==> src/rtl/vector_list_sequencer.sv <==
// Display-list sequencer: walks vector memory from address 0, tracks the pen and hands
// segments to the line drawer over a level-held go/busy handshake, restarting at a fixed frame rate.
module vector_list_sequencer #(
  parameter int unsigned ADDRESSWIDTH = 8,
  parameter int unsigned DATAWIDTH    = 18,
  parameter int unsigned OUT_WIDTH    = 8,
  parameter int unsigned FRAME_CYCLES = 100000
) (
  input  logic                    clk,
  input  logic                    rst,
  input  logic                    enable,
  output logic [ADDRESSWIDTH-1:0] addr,
  input  logic [DATAWIDTH-1:0]    data_in,
  output logic                    go,
  input  logic                    draw_busy,
  output logic [OUT_WIDTH-1:0]    o_start_x,
  output logic [OUT_WIDTH-1:0]    o_start_y,
  output logic [OUT_WIDTH-1:0]    o_end_x,
  output logic [OUT_WIDTH-1:0]    o_end_y,
  output logic                    frame_done,
  output logic                    frame_overrun,
  output logic                    list_overflow
);

  localparam int unsigned CNT_W = $clog2(FRAME_CYCLES);
  localparam logic [CNT_W-1:0] CNT_MAX = CNT_W'(FRAME_CYCLES - 1);
  localparam logic [ADDRESSWIDTH-1:0] ADDR_LAST = '1;

  typedef enum logic [2:0] {
    S_IDLE,
    S_FETCH,
    S_DECODE,
    S_REQ,
    S_DONE,
    S_WAIT
  } state_t;

  state_t                state;
  logic                  run_req;
  logic [CNT_W-1:0]      frame_cnt;
  logic [OUT_WIDTH-1:0]  pen_x;
  logic [OUT_WIDTH-1:0]  pen_y;

  logic                  entry_pos;
  logic                  entry_line;
  logic [OUT_WIDTH-1:0]  entry_x;
  logic [OUT_WIDTH-1:0]  entry_y;
  logic                  cnt_sat;
  logic                  step_done;
  logic                  at_last;
  logic                  pass_end;

  assign entry_pos  = data_in[0];
  assign entry_line = data_in[1];
  assign entry_x    = data_in[2 +: OUT_WIDTH];
  assign entry_y    = data_in[2+OUT_WIDTH +: OUT_WIDTH];

  assign cnt_sat = (frame_cnt == CNT_MAX);
  assign at_last = (addr == ADDR_LAST);

  // An entry completes on a decoded MOVE, or when the drawer drops busy after a segment.
  assign step_done = ((state == S_DECODE) && entry_pos && !entry_line) ||
                     ((state == S_DONE) && !draw_busy);
  assign pass_end  = ((state == S_DECODE) && !entry_pos && !entry_line) ||
                     (step_done && at_last);

  always_ff @(posedge clk or negedge rst) begin
    if (!rst) begin
      state         <= S_IDLE;
      run_req       <= 1'b0;
      frame_cnt     <= '0;
      addr          <= '0;
      pen_x         <= '0;
      pen_y         <= '0;
      go            <= 1'b0;
      o_start_x     <= '0;
      o_start_y     <= '0;
      o_end_x       <= '0;
      o_end_y       <= '0;
      frame_done    <= 1'b0;
      frame_overrun <= 1'b0;
      list_overflow <= 1'b0;
    end else begin
      frame_done    <= pass_end;
      frame_overrun <= pass_end && cnt_sat;
      list_overflow <= step_done && at_last;
      run_req       <= (state == S_IDLE) && enable;

      if (!cnt_sat) frame_cnt <= frame_cnt + CNT_W'(1);

      if (step_done) begin
        addr  <= addr + ADDRESSWIDTH'(1);
        pen_x <= (state == S_DONE) ? o_end_x : entry_x;
        pen_y <= (state == S_DONE) ? o_end_y : entry_y;
      end

      case (state)
        S_IDLE: begin
          addr  <= '0;
          pen_x <= '0;
          pen_y <= '0;
          if (run_req) begin
            state     <= S_FETCH;
            frame_cnt <= '0;
          end
        end
        S_FETCH: state <= S_DECODE;
        S_DECODE: begin
          // line=1 is DRAW or POINT; POINT (pos=1) starts at its own target.
          if (entry_line) begin
            o_start_x <= entry_pos ? entry_x : pen_x;
            o_start_y <= entry_pos ? entry_y : pen_y;
            o_end_x   <= entry_x;
            o_end_y   <= entry_y;
            go        <= !draw_busy;
            state     <= S_REQ;
          end else if (entry_pos) begin
            state <= S_FETCH;
          end
        end
        S_REQ: begin
          if (go && draw_busy) begin
            go    <= 1'b0;
            state <= S_DONE;
          end else if (!draw_busy) begin
            go <= 1'b1;
          end
        end
        S_DONE: begin
          if (!draw_busy) state <= S_FETCH;
        end
        S_WAIT: begin
          addr  <= '0;
          pen_x <= '0;
          pen_y <= '0;
          if (cnt_sat) begin
            if (enable) begin
              state     <= S_FETCH;
              frame_cnt <= '0;
            end else begin
              state <= S_IDLE;
            end
          end
        end
        default: state <= S_IDLE;
      endcase

      if (pass_end) begin
        state <= S_WAIT;
        addr  <= '0;
        pen_x <= '0;
        pen_y <= '0;
      end
    end
  end

endmodule

==> config.mk <==
export PLATFORM = sky130hd
export DESIGN_NAME = vector_list_sequencer
export DESIGN_NICKNAME = d
export VERILOG_FILES = /design/src/rtl/vector_list_sequencer.sv
export SDC_FILE = /design/constraint.sdc
export NUM_CORES = 1
export LEC_CHECK = 0
export BUFFER_PORTS_ARGS = -buffer_cell sky130_fd_sc_hd__buf_2
export CAP_MARGIN = 10
export CORE_UTILIZATION = 35
export CTS_CLUSTER_SIZE = 28
export DETAILED_ROUTE_END_ITERATION = 8
export GPL_ROUTABILITY_DRIVEN = 0
export MAX_ROUTING_LAYER = met4
export SLEW_MARGIN = 20
export SYNTH_ARGS = -nofsm -noshare
export SYNTH_HDL_FRONTEND = slang
export SYNTH_SLANG_ARGS = --single-unit
==> constraint.sdc <==
create_clock -name clk -period 2.6 [get_ports clk]
set_input_delay 0.26 -clock clk [delete_from_list [all_inputs] [get_ports clk]]
set_output_delay 0.26 -clock clk [all_outputs]
set_load 0.005 [all_outputs]
==> results of run 1 <==
[worst max-delay path, cell delays in order (launching register included)]
cell	delay [ns]
dfrtp_1	0.42
ha_1	0.21
or4b_1	0.42
or4_1	0.65
buf_4	0.21
or2_4	0.27
o21ai_0	0.21
[area by class of cell]
cell class              count  area share
multi-input cells         259       0.370
inverters                   4     0.00327
clock buffers              10      0.0300
clock inverters             6      0.0142
flip-flops and latches     81       0.442
repair buffers             81       0.104
well taps                 136      0.0371
[power breakdown]
| part | switching (uW) | internal [uW] | total, uW |
|---|---|---|---|
| Combinational | 894 | 761 | 1650 |
| Sequential | 345 | 1710 | 2060 |
| Clock | 477 | 472 | 949 |
[cell families (layout without fill, tap and decap cells)]
| kind of cell | after synthesis | count (layout) |
|---|---|---|
| AND/OR/NAND/NOR | 126 | 126 |
| flip-flops | 81 | 81 |
| AO/OA/AOI/OAI | 66 | 66 |
| multiplexers | 50 | 50 |
| buffers and inverters | 24 | 101 |
| XOR/XNOR | 15 | 15 |
| adder cells (fa/ha/maj) | 2 | 2 |
[repair_timing]
action | in CTS | in global routing
hold endpoints to repair | 41 | 0
resized for setup | 0 | 0
hold buffers | 1 | 0
endpoints found under the setup margin | 0 | 0
[through the flow]
stage	util	power, uW	std cells	hold slack [ns]
4_1_cts	0.439	4710	577	0.149
3_5_place_dp	0.418	3760	560	0.303
3_3_place_gp	0.418	3680	560	0.298
6_report	0.439	4660	577	0.169
5_1_grt	0.439	5030	577	0.152
2_1_floorplan	-	3050	364	-0.0356
[cells in the final DEF, fill, tap and decap left out, types with 5 or more instances in the layout]
| cell | netlist | final |
|---|---|---|
| a21oi_1 | 26 | 26 |
| buf_2 | 3 | 64 |
| buf_4 | 0 | 14 |
| clkbuf_8 | 0 | 10 |
| dfrtp_1 | 81 | 81 |
| mux2_2 | 16 | 16 |
| mux2i_1 | 34 | 34 |
| nand2_1 | 28 | 28 |
| nand2b_1 | 5 | 5 |
| nand3_1 | 11 | 11 |
| nand4_1 | 10 | 10 |
| nor2_1 | 37 | 37 |
| nor3_1 | 8 | 8 |
| nor4_1 | 5 | 5 |
| o21ai_0 | 24 | 24 |
| xnor2_1 | 9 | 9 |
| xor2_1 | 6 | 6 |
[metal layers]
| layer | global-route usage | wire, um |
|---|---|---|
| met5 | - | 0 |
| met4 | 0.0587 | 99 |
| met3 | 0.0359 | 326 |
| met2 | 0.279 | 4290 |
| met1 | 0.212 | 3950 |
[state kept, by name, indices dropped and copies added, names as in the netlist]
name	cells
frame_cnt	17
addr	8
o_end_x	8
o_end_y	8
o_start_x	8
o_start_y	8
pen_x	8
pen_y	8
state	3
frame_done	1
frame_overrun	1
go	1
list_overflow	1
run_req	1
[path summary, 6_finish.rpt]
check                          endpoint  slack [ns]
setup / recovery           frame_cnt[0]        0.12
max in group asynchronous  o_start_x[5]        1.45
setup reg to reg           frame_cnt[0]        0.12
hold reg to reg                pen_x[7]        0.48
min in group asynchronous  o_start_y[0]        0.44
hold / removal               o_end_y[5]        0.17
==> reports/metrics.cfg, run 1 <==
[status]
status = complete, no violations

[cts]
postCtsSetupBuffers = 0
cts_buffers = 9
clock_latency_ns = 0.35
cts_sinks = 81
clockBufferDepth = 2
ctsHtreeMaxLevel = 3
path_clk_slew_ns = 0.09
cts-root-buf = clkbuf_8
cts_tree = done

[worst_hold_path]
min_path_cells = 2
hp-class = primary input to register
hold_start = data_in[15]

[logic_synthesis]
synth.cell_area_mm2 = 0.00383
synth_enable_flop_cells = 0
yosys.area_share.adder = 0.00653
yosys.area.top_type_share = 0.529
synth.area.top_cells = dfrtp_1 53%, mux2i_1 8.9%, mux2_2 4.7%
yosysMostFrequentCell = dfrtp_1
avgSynthCellArea_um2 = 10.5
synth-simple-area-share = 0.165
synth_top_cell_by_area = dfrtp_1
synth.mux.area_fraction = 0.136
synth_xor_area_frac = 0.0343
syn_inst = 364
ys_types = 41
syn_nets = 388
synth_seq_cells = 81
synth-seq-area-share = 0.529
async_flop_share = 1.00
yosys-top-cells-count = 81 x dfrtp_1, 37 x nor2_1, 34 x mux2i_1
synth_ff_type = dfrtp_1
yosysWarnings = 0
synth_compound_area_frac = 0.100
synth_top_family_by_area = simple AND/OR/NAND/NOR gates

[timing]
max_freq_mhz = 404
setup_viol = 0
slew_headroom = 0.481
skew_ns = 0.0144
period_minus_slack_ns = 2.48
drv_slew = 0
totalNegativeSetupSlack_ns = 0
post-route-period-util = 0.952
tightest_slew_ns = 0.767
hold_viol_final = 0
rsz0062_at_grt = false
finalWorstSetupSlack_ns = 0.124

[global_routing]
grt_remaining_overflow = 0
antenna_found_initial = 0
grt.total_usage = 0.171
grt_pass1_vias = 2995
grt_pass1_wl_um = 14800
grt_max_degree = 49

[placement]
dpl_worst_slack_ns = 0.0979
hpwl_um = 5990
port_buffers = 65
postPlaceCellArea_mm2 = 0.00438

[power_and_ir_drop]
ir_drop_v = 0.000428
p_leak_uw = 0.00204
p_per_area_mw_per_mm2 = 1020

[critical_path]
worstPathArrival_ns = 2.73
required_ns = 2.86
cp-end-kind = register
rr_startpoint = frame_cnt[0]
cp_max_fo = 5
start_kind = register
crit_type = register to register
startpoint = frame_cnt[0]
worstRegToRegCells = 6

[floorplanning]
rows = 37
start_util = 0.366
ios = 66
die-area_mm2 = 0.0114
die_h_um = 107
die_w_um = 107
coreArea_mm2 = 0.0105

[cells_and_area]
n_antenna_cell = 0
regArea_mm2 = 0.00203
layout-drive-gt1-share = 0.263
multiInputGateArea_mm2 = 0.00170
area_growth_pct = 19.8
fillers = 1042
layout.nets = 460
fin_area_mm2 = 0.00459

[drt]
via_count = 2978
drt_iter0_markers = 120
post_drt_wl_per_cell_um = 15.0
vias_per_cell = 5.16
drc = 0
ant_nets = 0
firstDrtPassIters = 4
drt_wl_total_um = 8670

[job]
drv_cap = 0

(Power assumes the default switching activity.)
==> run 2: changes to the inputs <==
--- a/config.mk
+++ b/config.mk
@@ -12,6 +12,7 @@
 export DETAILED_ROUTE_END_ITERATION = 8
 export GPL_ROUTABILITY_DRIVEN = 0
 export MAX_ROUTING_LAYER = met4
+export REMOVE_ABC_BUFFERS = 1
 export SLEW_MARGIN = 20
 export SYNTH_ARGS = -nofsm -noshare
 export SYNTH_HDL_FRONTEND = slang
==> reports/metrics.cfg, run 2 (synthesized netlist as in run 1, its figures left out) <==
[status]
status = complete, but fails checks  ; was complete, no violations
violations = negative hold slack

[timing]
slew_headroom = 0.501  ; was 0.481
rsz0062_at_grt = false  ; unchanged
hold_ws_ns = -0.0532  ; was 0.169 ns
hold_viol_final = 72  ; was 0
finalWorstSetupSlack_ns = 0.219  ; was 0.124 ns
drv_slew = 0  ; unchanged
setup_viol = 0  ; unchanged
tightest_slew_ns = 0.749  ; was 0.767 ns
max_freq_mhz = 420  ; was 404 MHz
post-route-period-util = 0.916  ; was 0.952
skew_ns = 0.0107  ; was 0.0144 ns
period_minus_slack_ns = 2.38  ; was 2.48 ns

[drt]
drt_wl_total_um = 8410  ; was 8670 um
via_count = 2974  ; was 2,978
drt_iter0_markers = 162  ; was 120
firstDrtPassIters = 4  ; unchanged
drc = 0  ; unchanged
ant_nets = 0  ; unchanged
post_drt_wl_per_cell_um = 14.7  ; was 15.0 um
vias_per_cell = 5.20  ; was 5.16

[power_and_ir_drop]
ir_drop_v = 0.000425  ; was 0.000428 V
p_leak_uw = 0.00203  ; was 0.00204 uW
p_per_area_mw_per_mm2 = 1050  ; was 1020 mW/mm^2

[critical_path]
crit_type = register to register  ; unchanged
worstPathArrival_ns = 2.60  ; was 2.73 ns
cp_top_family = simple AND/OR/NAND/NOR gates  ; unchanged
crit_chain = ha_1 -> or4b_1 -> or4_1 -> o31ai_4 -> buf_4 -> a211oi_1  ; was ha_1 -> or4b_1 -> or4_1 -> buf_4 -> or2_4 -> o21ai_0
start_kind = register  ; unchanged
cp-end-kind = register  ; unchanged
cp_max_fo = 13  ; was 5
max_stage_delay_ns = 0.62  ; was 0.65 ns
slowest_stage = or4_1  ; unchanged
critPathBufInv = 1  ; unchanged
required_ns = 2.82  ; was 2.86 ns

[cells_and_area]
layout.nets = 455  ; was 460
layout-drive-gt1-share = 0.255  ; was 0.263
largest_register_ff_count = 17  ; unchanged
n_antenna_cell = 0  ; unchanged
largest_register = frame_cnt  ; unchanged
utilization = 0.438  ; was 0.439
fin_area_mm2 = 0.00458  ; was 0.00459 mm^2
area_growth_pct = 19.6  ; was 19.8%
most-common-layout-cells = 81 x dfrtp_1, 64 x buf_2, 37 x nor2_1, 34 x mux2i_1, 28 x nand2_1  ; unchanged
final_common_cell = dfrtp_1  ; unchanged
fin_cells = 572  ; was 577

[placement]
dpl_worst_slack_ns = 0.233  ; was 0.0979 ns
postPlaceCellArea_mm2 = 0.00433  ; was 0.00438 mm^2
hpwl_um = 5660  ; was 5990 um
port_buffers = 65  ; unchanged
placed_cells = 556  ; was 560

[job]
drv_cap = 0  ; unchanged

[cts]
cts_tree = done  ; unchanged
ctsHtreeMaxLevel = 3  ; unchanged
cts_hold_buf = 0  ; was 1
postCtsSetupBuffers = 0  ; unchanged
clockBufferDepth = 2  ; unchanged
cts_sinks = 81  ; unchanged
path_clk_slew_ns = 0.08  ; was 0.09 ns
cts-root-buf = clkbuf_8  ; unchanged
cts-resized-gates = 0  ; unchanged
cts_buffers = 9  ; unchanged
clock_latency_ns = 0.35  ; about the same

[global_routing]
antenna_found_initial = 0  ; unchanged
grt_pass1_vias = 2861  ; was 2,995
grt_pass1_wl_um = 14000  ; was 14,800 um
grt_remaining_overflow = 0  ; unchanged
grt.total_usage = 0.162  ; was 0.171
grt_max_degree = 82  ; was 49

[floorplanning]
die_w_um = 107  ; unchanged
coreArea_mm2 = 0.0105  ; unchanged
die-area_mm2 = 0.0114  ; unchanged
start_util = 0.366  ; unchanged
rows = 37  ; unchanged
die_h_um = 107  ; unchanged
ios = 66  ; unchanged

[worst_hold_path]
hp-class = primary input to async pin  ; was primary input to register

-- run 2: worst paths after layout --
check                        startpoint            to  slack [ns]  depth (start not counted)
min in group clk            data_in[11]    o_end_y[1]        0.17                          2
hold / removal                      rst  o_start_x[6]       -0.05                          1
hold reg to reg                pen_x[5]      pen_x[5]        0.48                          2
setup / recovery           frame_cnt[1]  frame_cnt[4]        0.22                          6
setup reg to reg           frame_cnt[1]  frame_cnt[4]        0.22                          6
max in group asynchronous           rst  frame_cnt[0]        2.13                          1
-- run 2: per-stage QoR --
step	hold slack, ns	power (uW)	TNS (ns)
global placement	0.460	3660	0
CTS	0.131	4850	0
global route	0.0125	5140	0
detailed placement	0.469	3720	0
floorplan	-0.0356	3000	-49.67
finish	-0.0532	4800	0
-- run 2: power breakdown --
group	total, uW	switching (uW)	internal [uW]
combinational	1610	871	743
clock	1130	481	644
sequential	2060	348	1710
-- run 2: metal layers --
metal / vias up / GRT usage / wire length, um
met5: - / - / 0
met4: 0 / 0.0499 / 116
met3: 15 / 0.0359 / 301
met2: 64 / 0.266 / 4190
met1: 1462 / 0.199 / 3800
li1: 1433 / - / -
-- run 2: area by class of cell --
cell class	count	area, um^2
clock buffers	10	128
well taps	136	170
flip-flops and latches	81	2030
repair buffers	76	427
inverters	4	15.0
fillers	1042	5880
clock inverters	6	115
multi-input cells	259	1700
==> run 3: changes to the inputs <==
--- a/config.mk
+++ b/config.mk
@@ -13,6 +13,7 @@
 export GPL_ROUTABILITY_DRIVEN = 0
 export MAX_ROUTING_LAYER = met4
 export REMOVE_ABC_BUFFERS = 1
+export SETUP_SLACK_MARGIN = 0.3
 export SLEW_MARGIN = 20
 export SYNTH_ARGS = -nofsm -noshare
 export SYNTH_HDL_FRONTEND = slang
==> reports/metrics.cfg, run 3 (synthesized netlist as in run 1, its figures left out) <==
[status]
status = complete, but fails checks  ; unchanged
violations = negative hold slack  ; unchanged

[timing]
hold_viol_final = 81  ; was 72
post-route-period-util = 0.859  ; was 0.916
period_minus_slack_ns = 2.23  ; was 2.38 ns
hold_ws_ns = -0.0619  ; was -0.0532 ns
drv_slew = 0  ; unchanged
skew_ns = 0.0105  ; was 0.0107 ns
rsz0062_at_grt = false  ; unchanged
slew_headroom = 0.505  ; was 0.501
max_freq_mhz = 448  ; was 420 MHz
setup_viol = 0  ; unchanged
tightest_slew_ns = 0.743  ; was 0.749 ns

[cells_and_area]
area_growth_pct = 20.6  ; was 19.6%
fillers = 1039  ; was 1,042
multiInputGateArea_mm2 = 0.00171  ; was 0.00170 mm^2
largest_register_ff_count = 17  ; unchanged
layout-drive-gt1-share = 0.267  ; was 0.255
regArea_mm2 = 0.00203  ; unchanged
fin_area_mm2 = 0.00462  ; was 0.00458 mm^2
largest_register = frame_cnt  ; unchanged
n_antenna_cell = 0  ; unchanged
layout.nets = 458  ; was 455
final_common_cell = dfrtp_1  ; unchanged
most-common-layout-cells = 81 x dfrtp_1, 64 x buf_2, 37 x nor2_1, 34 x mux2i_1, 28 x nand2_1  ; unchanged

[critical_path]
cp_max_fo = 13  ; unchanged
rr_startpoint = frame_cnt[0]  ; was frame_cnt[1]
start_kind = register  ; unchanged
crit_type = register to register  ; unchanged
worstPathArrival_ns = 2.46  ; was 2.60 ns
cp-end-kind = register  ; unchanged
required_ns = 2.83  ; was 2.82 ns
startpoint = frame_cnt[0]  ; was frame_cnt[1]

[global_routing]
antenna_found_initial = 0  ; unchanged
busiest_layer = met2  ; unchanged
grt_max_degree = 82  ; unchanged
grt_pass1_vias = 2861  ; unchanged
grt_pass1_wl_um = 14000  ; about the same
grtUsageMet1 = 0.198  ; was 0.199
gr-usage-met3 = 0.0359  ; unchanged
grt.total_usage = 0.162  ; about the same
grt_remaining_overflow = 0  ; unchanged
grt_util_met2 = 0.268  ; was 0.266

[power_and_ir_drop]
finalPower_uw = 4850  ; was 4800 uW
p_per_area_mw_per_mm2 = 1050  ; about the same
ir_drop_v = 0.000427  ; was 0.000425 V
p_leak_uw = 0.00204  ; was 0.00203 uW

[cts]
cts_buffers = 9  ; unchanged
clockBufferDepth = 2  ; unchanged
path_clk_slew_ns = 0.08  ; about the same
cts_tree = done  ; unchanged
clock_latency_ns = 0.35  ; about the same
cts_hold_buf = 0  ; unchanged
cts_sinks = 81  ; unchanged
ctsHtreeMaxLevel = 3  ; unchanged
cts-root-buf = clkbuf_8  ; unchanged

[floorplanning]
die-area_mm2 = 0.0114  ; unchanged
die_w_um = 107  ; unchanged
die_h_um = 107  ; unchanged
ios = 66  ; unchanged
coreArea_mm2 = 0.0105  ; unchanged
start_util = 0.366  ; unchanged
rows = 37  ; unchanged

[worst_hold_path]
hp-class = primary input to async pin  ; unchanged

[drt]
firstDrtPassIters = 4  ; unchanged
drt_iter0_markers = 159  ; was 162
drt_wl_total_um = 8420  ; was 8410 um
via_count = 2995  ; was 2,974
ant_nets = 0  ; unchanged
post_drt_wl_per_cell_um = 14.6  ; was 14.7 um
drc = 0  ; unchanged
vias_per_cell = 5.21  ; was 5.20

[placement]
postPlaceCellArea_mm2 = 0.00433  ; unchanged
port_buffers = 65  ; unchanged
hpwl_um = 5660  ; unchanged

[job]
drv_cap = 0  ; unchanged

==> run 3: cell types whose count changed in the layout (fill, tap and decap cells not counted), sizes merged <==
cell  change
buf       +3
==> run 3: per-layer routing <==
layer	part of all wire	wire, um
met1	0.45	3760
met2	0.50	4220
met3	0.036	306
met4	0.016	138
met5	0	0
==> run 3: where the power goes <==
group | switching (uW) | internal [uW]
clock network | 481 | 644
registers | 349 | 1710
logic | 885 | 779
==> run 3: layout make-up <==
| cell class | count | area share |
|---|---|---|
| Tap cell | 136 | 0.0368 |
| Sequential cell | 81 | 0.439 |
| Clock buffer | 10 | 0.0276 |
| Timing Repair Buffer | 79 | 0.0981 |
| Clock inverter | 6 | 0.0249 |
| Inverter | 4 | 0.00325 |
| Multi-Input combinational cell | 259 | 0.370 |
==> run 3: timing repair <==
item / in CTS / in global routing
buffers inserted: 0 / 3
gates resized for setup: 2 / 2
setup endpoints to repair: 15 / 15
==> run 3: critical path: stages (launching register included) <==
cell and delay [ns]:
dfrtp_1 0.39, ha_2 0.24, or4b_1 0.44, or4_4 0.57
o31ai_4 0.24, buf_6 0.18, a211oi_1 0.06
==> run 3: path summary, 6_finish.rpt <==
path	endpoint	slack, ns	cells past startpoint
min in group clk	o_end_y[5]	0.17	2
setup reg to reg	frame_cnt[4]	0.37	6
max in group asynchronous	frame_cnt[0]	2.14	1
hold reg to reg	pen_x[3]	0.48	2
setup / recovery	frame_cnt[4]	0.37	6
hold / removal	o_start_x[6]	-0.06	1
==> run 3: per-stage QoR <==
step                utilization  TNS, ns  setup slack (ns)  cells
CTS                       0.438        0             0.313    572
global placement          0.414        0             0.265    556
floorplan                     -   -49.67             -1.66    344
detailed placement        0.414        0             0.233    556
global route              0.441        0             0.307    575
finish                    0.441        0             0.367    575
